===== config.mk =====
export PLATFORM = sky130hd
export DESIGN_NAME = bridge_demux
export DESIGN_NICKNAME = d
export VERILOG_FILES = /design/src/rtl/bridge_demux.sv
export SDC_FILE = /design/constraint.sdc
export NUM_CORES = 1
export LEC_CHECK = 0
export BUFFER_PORTS_ARGS = -buffer_cell sky130_fd_sc_hd__buf_2
export CAP_MARGIN = 10
export CORE_MARGIN = 2
export CORE_UTILIZATION = 35
export CTS_CLUSTER_SIZE = 14
export DETAILED_ROUTE_END_ITERATION = 16
export PLACE_DENSITY = 0.65
export SYNTH_ARGS = -nofsm -noshare
export SYNTH_HDL_FRONTEND = slang
export SYNTH_SLANG_ARGS = --single-unit

===== constraint.sdc =====
create_clock -name clk -period 3.15 [get_ports clk]
set_input_delay 0.945 -clock clk [delete_from_list [all_inputs] [get_ports clk]]
set_output_delay 0.945 -clock clk [all_outputs]
set_load 0.01 [all_outputs]

===== src/rtl/bridge_demux.sv =====
// bridge_demux
// Routes one CPU data-side access to one of four memory-mapped devices and
// steers the selected device's read data back with a one-cycle completion pulse.
// A wait-state counter turns a silent device into an error completion.
//
// State table:
//   state  | meaning
//   IDLE   | waiting for cpu_req; decodes the address window when a request arrives
//   ACCESS | dev_sel asserted; waiting for the selected dev_ack or the wait limit
//   RESP   | cpu_ready pulse; cpu_err/cpu_rdata already hold the result
//
// Ports:
//   clk, rst_n               clock, asynchronous active-low reset
//   cpu_req/we/addr/wdata    CPU request (cpu_req sampled only in IDLE)
//   cpu_ready/err/rdata      completion pulse, error flag, read data
//   busy                     high in ACCESS and RESP
//   dev_sel                  one-hot device select, held during ACCESS
//   dev_we/addr/wdata        latched request fields toward the devices
//   dev_ack                  per-device acknowledge (only selected bit honoured)
//   dev_rdata0..3            per-device read data
module bridge_demux #(
  parameter int          BIT_WIDTH = 32,
  parameter logic [19:0] WINDOW    = 20'h00007,
  parameter int          TIMEOUT   = 16
) (
  input  logic                 clk,
  input  logic                 rst_n,
  input  logic                 cpu_req,
  input  logic                 cpu_we,
  input  logic [31:0]          cpu_addr,
  input  logic [BIT_WIDTH-1:0] cpu_wdata,
  output logic                 cpu_ready,
  output logic                 cpu_err,
  output logic [BIT_WIDTH-1:0] cpu_rdata,
  output logic                 busy,
  output logic [3:0]           dev_sel,
  output logic                 dev_we,
  output logic [9:0]           dev_addr,
  output logic [BIT_WIDTH-1:0] dev_wdata,
  input  logic [3:0]           dev_ack,
  input  logic [BIT_WIDTH-1:0] dev_rdata0,
  input  logic [BIT_WIDTH-1:0] dev_rdata1,
  input  logic [BIT_WIDTH-1:0] dev_rdata2,
  input  logic [BIT_WIDTH-1:0] dev_rdata3
);

  typedef enum logic [1:0] {
    IDLE   = 2'd0,
    ACCESS = 2'd1,
    RESP   = 2'd2
  } state_t;

  // Terminal count: wait_cnt holds (ACCESS cycle number - 1), so reaching
  // TIMEOUT-1 means the current cycle is the TIMEOUT-th ACCESS cycle.
  localparam logic [7:0] WAIT_TC = 8'(TIMEOUT - 1);

  state_t               state;
  state_t               state_nxt;
  logic [1:0]           idx;
  logic [7:0]           wait_cnt;
  logic                 window_hit;
  logic                 ack_hit;
  logic                 wait_tc;
  logic [BIT_WIDTH-1:0] sel_rdata;

  logic                 start_access;
  logic                 start_miss;
  logic                 done_ack;
  logic                 done_timeout;

  assign window_hit = (cpu_addr[31:12] == WINDOW);
  assign ack_hit    = dev_ack[idx];
  assign wait_tc    = (wait_cnt == WAIT_TC);

  always_comb begin
    sel_rdata = dev_rdata0;
    case (idx)
      2'd0:    sel_rdata = dev_rdata0;
      2'd1:    sel_rdata = dev_rdata1;
      2'd2:    sel_rdata = dev_rdata2;
      default: sel_rdata = dev_rdata3;
    endcase
  end

  // State register
  always_ff @(posedge clk or negedge rst_n) begin
    if (!rst_n) begin
      state <= IDLE;
    end else begin
      state <= state_nxt;
    end
  end

  // Next-state logic
  always_comb begin
    state_nxt = state;
    case (state)
      IDLE: begin
        if (cpu_req) begin
          state_nxt = window_hit ? ACCESS : RESP;
        end
      end
      ACCESS: begin
        if (ack_hit || wait_tc) begin
          state_nxt = RESP;
        end
      end
      RESP:    state_nxt = IDLE;
      default: state_nxt = IDLE;
    endcase
  end

  // Output / strobe logic
  always_comb begin
    cpu_ready    = 1'b0;
    busy         = 1'b0;
    start_access = 1'b0;
    start_miss   = 1'b0;
    done_ack     = 1'b0;
    done_timeout = 1'b0;
    case (state)
      IDLE: begin
        start_access = cpu_req && window_hit;
        start_miss   = cpu_req && !window_hit;
      end
      ACCESS: begin
        busy         = 1'b1;
        done_ack     = ack_hit;
        // An ack in the terminal cycle takes priority over the timeout.
        done_timeout = !ack_hit && wait_tc;
      end
      RESP: begin
        busy      = 1'b1;
        cpu_ready = 1'b1;
      end
      default: ;
    endcase
  end

  // Request latches, device select, wait counter and registered response.
  always_ff @(posedge clk or negedge rst_n) begin
    if (!rst_n) begin
      idx       <= 2'd0;
      wait_cnt  <= 8'd0;
      dev_sel   <= 4'b0000;
      dev_we    <= 1'b0;
      dev_addr  <= 10'd0;
      dev_wdata <= '0;
      cpu_err   <= 1'b0;
      cpu_rdata <= '0;
    end else begin
      if (start_access) begin
        idx       <= cpu_addr[11:10];
        dev_sel   <= 4'b0001 << cpu_addr[11:10];
        dev_we    <= cpu_we;
        dev_addr  <= cpu_addr[9:0];
        dev_wdata <= cpu_wdata;
        wait_cnt  <= 8'd0;
      end
      if (start_miss) begin
        cpu_err   <= 1'b1;
        cpu_rdata <= '0;
      end
      if (done_ack) begin
        cpu_err   <= 1'b0;
        cpu_rdata <= dev_we ? '0 : sel_rdata;
        dev_sel   <= 4'b0000;
      end else if (done_timeout) begin
        cpu_err   <= 1'b1;
        cpu_rdata <= '0;
        dev_sel   <= 4'b0000;
      end else if (state == ACCESS) begin
        wait_cnt  <= wait_cnt + 8'd1;
      end
    end
  end

endmodule


==> qor.yml <==
status:
  outcome: "finished, final reports clean"
yosys:
  synth-seq-cells: 92
  postSynthAreaPerCell_um2: 13.51
  syn_inst: 347
  netlist.area_leader.share_pct: 49.12
  synth_cell_types: 37
  synth_area_leaders: "dfrtp_1 49%, mux4_2 16%, mux2_2 10%"
  ys_warn_count: 0
  yosysTopAreaCell: "dfrtp_1"
  seq_area_frac_synth_pct: 49.12
  syn_area_mm2: 0.004687
  synth_nets: 551
detailed_routing:
  met1_length_um: 5229
  routed-wl-met2_um: 6801
  wl_met3_um: 1055
  vias_per_cell: 5.160
  drc: 0
  ant_nets: 0
  dr.first_iter.drc_count: 197
  wl_per_cell_um: 16.56
  vias: 4159
  detail_route.first_pass.iterations: 4
  routed.top_layer: "met4"
  drt_wl_total_um: 13350
clock_tree:
  ctsResizeCount: 0
  root_buffer: "clkbuf_16"
  hold_buffers: 0
  clock_latency_ns: 0.33
  htreeDepth: 3
  cts_buffer_depth: 2
  clk_pin_slew_ns: 0.06
  postCtsSetupBuffers: 0
  cts_tree: "built"
  cts_buffers: 9
  cts_sinks: 92
die:
  start_util_pct: 35.68
  io_pins: 282
  coreArea_mm2: 0.01314
  die_h_um: 119.7
  dieArea_mm2: 0.01433
  rows: 42
  die_width_um: 119.7
cells_and_area:
  nets: 830
  diodes: 0
  final_cells: 806
  layout_common_cells: "280 x buf_2, 91 x dfrtp_1, 43 x mux2_2"
  final_common_cell: "buf_2"
  drive_gt1_share_pct: 62.38
  synthToLayoutAreaGrowth_pct: 40.55
sta:
  hold_violations: 0
  tns_ns: 0
  timing.fmax_ghz: 0.4428
  slew_violations: 0
  worst_clock_skew_ns: 0.004456
  post-route-min-period_ns: 2.258
  fin_crit_sh_pct: 71.70
  tightest_slew_ns: 0.6228
  setup_slack_ns: 0.8916
  setup_viol: 0
  relSlewSlack_pct: 58.48
  rsz0062_at_grt: "false"
global_routing:
  grt_pass1_wl_um: 21360
  antenna_found_initial: 0
  grt_pass1_vias: 4359
  grt_max_degree: 53
  grt_usage_pct: 19.14
  gr-total-overflow: 0
power_and_ir_drop:
  power_w: 0.002545
  clockPowerShare_pct: 40.3
  ir_drop_mv: 0.2093
  power_frac_seq_pct: 47.2
  p_per_area_mw_per_mm2: 386.3
  p_sw_share_pct: 23.36
  internal_power_w: 0.001951
  p_comb_share_pct: 12.5
  switching_power_w: 0.0005944
  leakagePower_nw: 3.351
critical_path:
  path_cells: "buf_2 -> nor4_1 -> nand4_1 -> nor2_4 -> buf_12 -> mux2_2"
  start_kind: "primary input"
  crit_fanout: 46
  crit_slowest_cell: "mux2_2"
  crit_arrival_ns: 2.48
  slowest_delay_ns: 0.38
  end_kind: "flip-flop"
  crit_type: "in -> reg"
  required_ns: 3.37
place:
  portBuffers: 281
  place_ws_ns: 0.5543
  place_congestion: 0.7730
  dp_hpwl_um: 10590
  dpl.cell_count: 791
hold_path:
  hp-class: "reg -> reg"
flow_run:
  drv_cap: 0
[critical path: cells and delay by family]
family,cells,cell delay (ns)
and+or+nand+nor,3,0.75
muxes,1,0.38
buffers and inverters,2,0.34
[power groups by stage]
stage / Clock, W / Sequential, W / Combinational, W
6_report: 0.00102 / 0.00120 / 0.000318
5_1_grt: 0.00112 / 0.00120 / 0.000349
4_1_cts: 0.00106 / 0.00120 / 0.000324
3_5_place_dp: 0 / 0.00122 / 0.000323
3_3_place_gp: 0 / 0.00122 / 0.000316
2_1_floorplan: 0 / 0.00122 / 0.000125
[kinds of logic (layout without fill, tap and decap cells)]
group | after synthesis | count (layout) | share of synthesized area [%]
DFF | 92 | 92 | 49.12
muxes | 79 | 79 | 26.88
and+or+nand+nor | 76 | 76 | 9.050
AOI/OAI and AO/OA | 63 | 63 | 10.17
buffers and inverters | 32 | 315 | 3.524
adders and majority gates | 4 | 4 | 1.068
xor gates and xnor gates | 1 | 1 | 0.1869
[synthesized netlist by cell type, drive strengths merged]
master / n
a211o: 1
a211oi: 1
a21oi: 9
a31o: 2
and2: 1
and3: 1
and3b: 1
and4b: 1
buf: 11
clkbuf: 14
dfrtp: 92
ha: 4
inv: 7
mux2: 45
mux2i: 1
mux4: 33
nand2: 7
nand3: 38
nand4: 4
nand4b: 3
nor2: 6
nor2b: 2
nor3: 2
nor4: 5
nor4b: 1
o211a: 1
o211ai: 1
o21ai: 14
o2bb2ai: 32
o31a: 1
o31ai: 1
or3: 3
or4: 1
xnor2: 1
[sequential cells by signal (all words and copies together) (netlist names)]
signal and cells:
idx 2, cpu_rdata 32, dev_we 1, state 2, dev_addr 10, dev_sel 4
cpu_err 1, dev_wdata 32, wait_cnt 8
[routing by layer]
layer / global-route usage (%) / up-vias
met1: 22.13 / 2016
met2: 34.11 / 205
li1: - / 1920
met5: 0 / -
met3: 4.705 / 18
met4: 7.426 / 0
[area by class of cell]
type / count / area [µm²]
Tap cell: 176 / 220.2
Sequential cell: 92 / 2303
Multi-Input combinational cell: 223 / 2226
Clock inverter: 3 / 21.27
Timing Repair Buffer: 293 / 1524
Clock buffer: 12 / 266.5
Inverter: 7 / 26.28
Fill cell: 1188 / 6550
[worst paths after layout]
check / slack [ns] / to / start / depth (start not counted)
worst max register to register: 1.16 / cpu_rdata[9] / wait_cnt[0] / 6
min in group asynchronous: 0.60 / wait_cnt[4] / rst_n / 1
worst min register to register: 0.48 / dev_wdata[3] / dev_wdata[3] / 1
max in group asynchronous: 1.90 / cpu_rdata[30] / rst_n / 2
worst max-delay path: 0.89 / dev_wdata[2] / cpu_addr[28] / 6
worst min-delay path: 0.48 / dev_wdata[3] / dev_wdata[3] / 1
[per-stage QoR]
step	area, µm²	util, %	hold slack, ns
global route	6588	50.14	0.5168
finish	6588	50.14	0.4839
CTS	6588	50.14	0.4836
global placement	6300	47.95	0.4633
floorplan	4687	-	0.4981
detailed placement	6300	47.95	0.4694
Note: power is estimated with default switching activity, not from simulation.
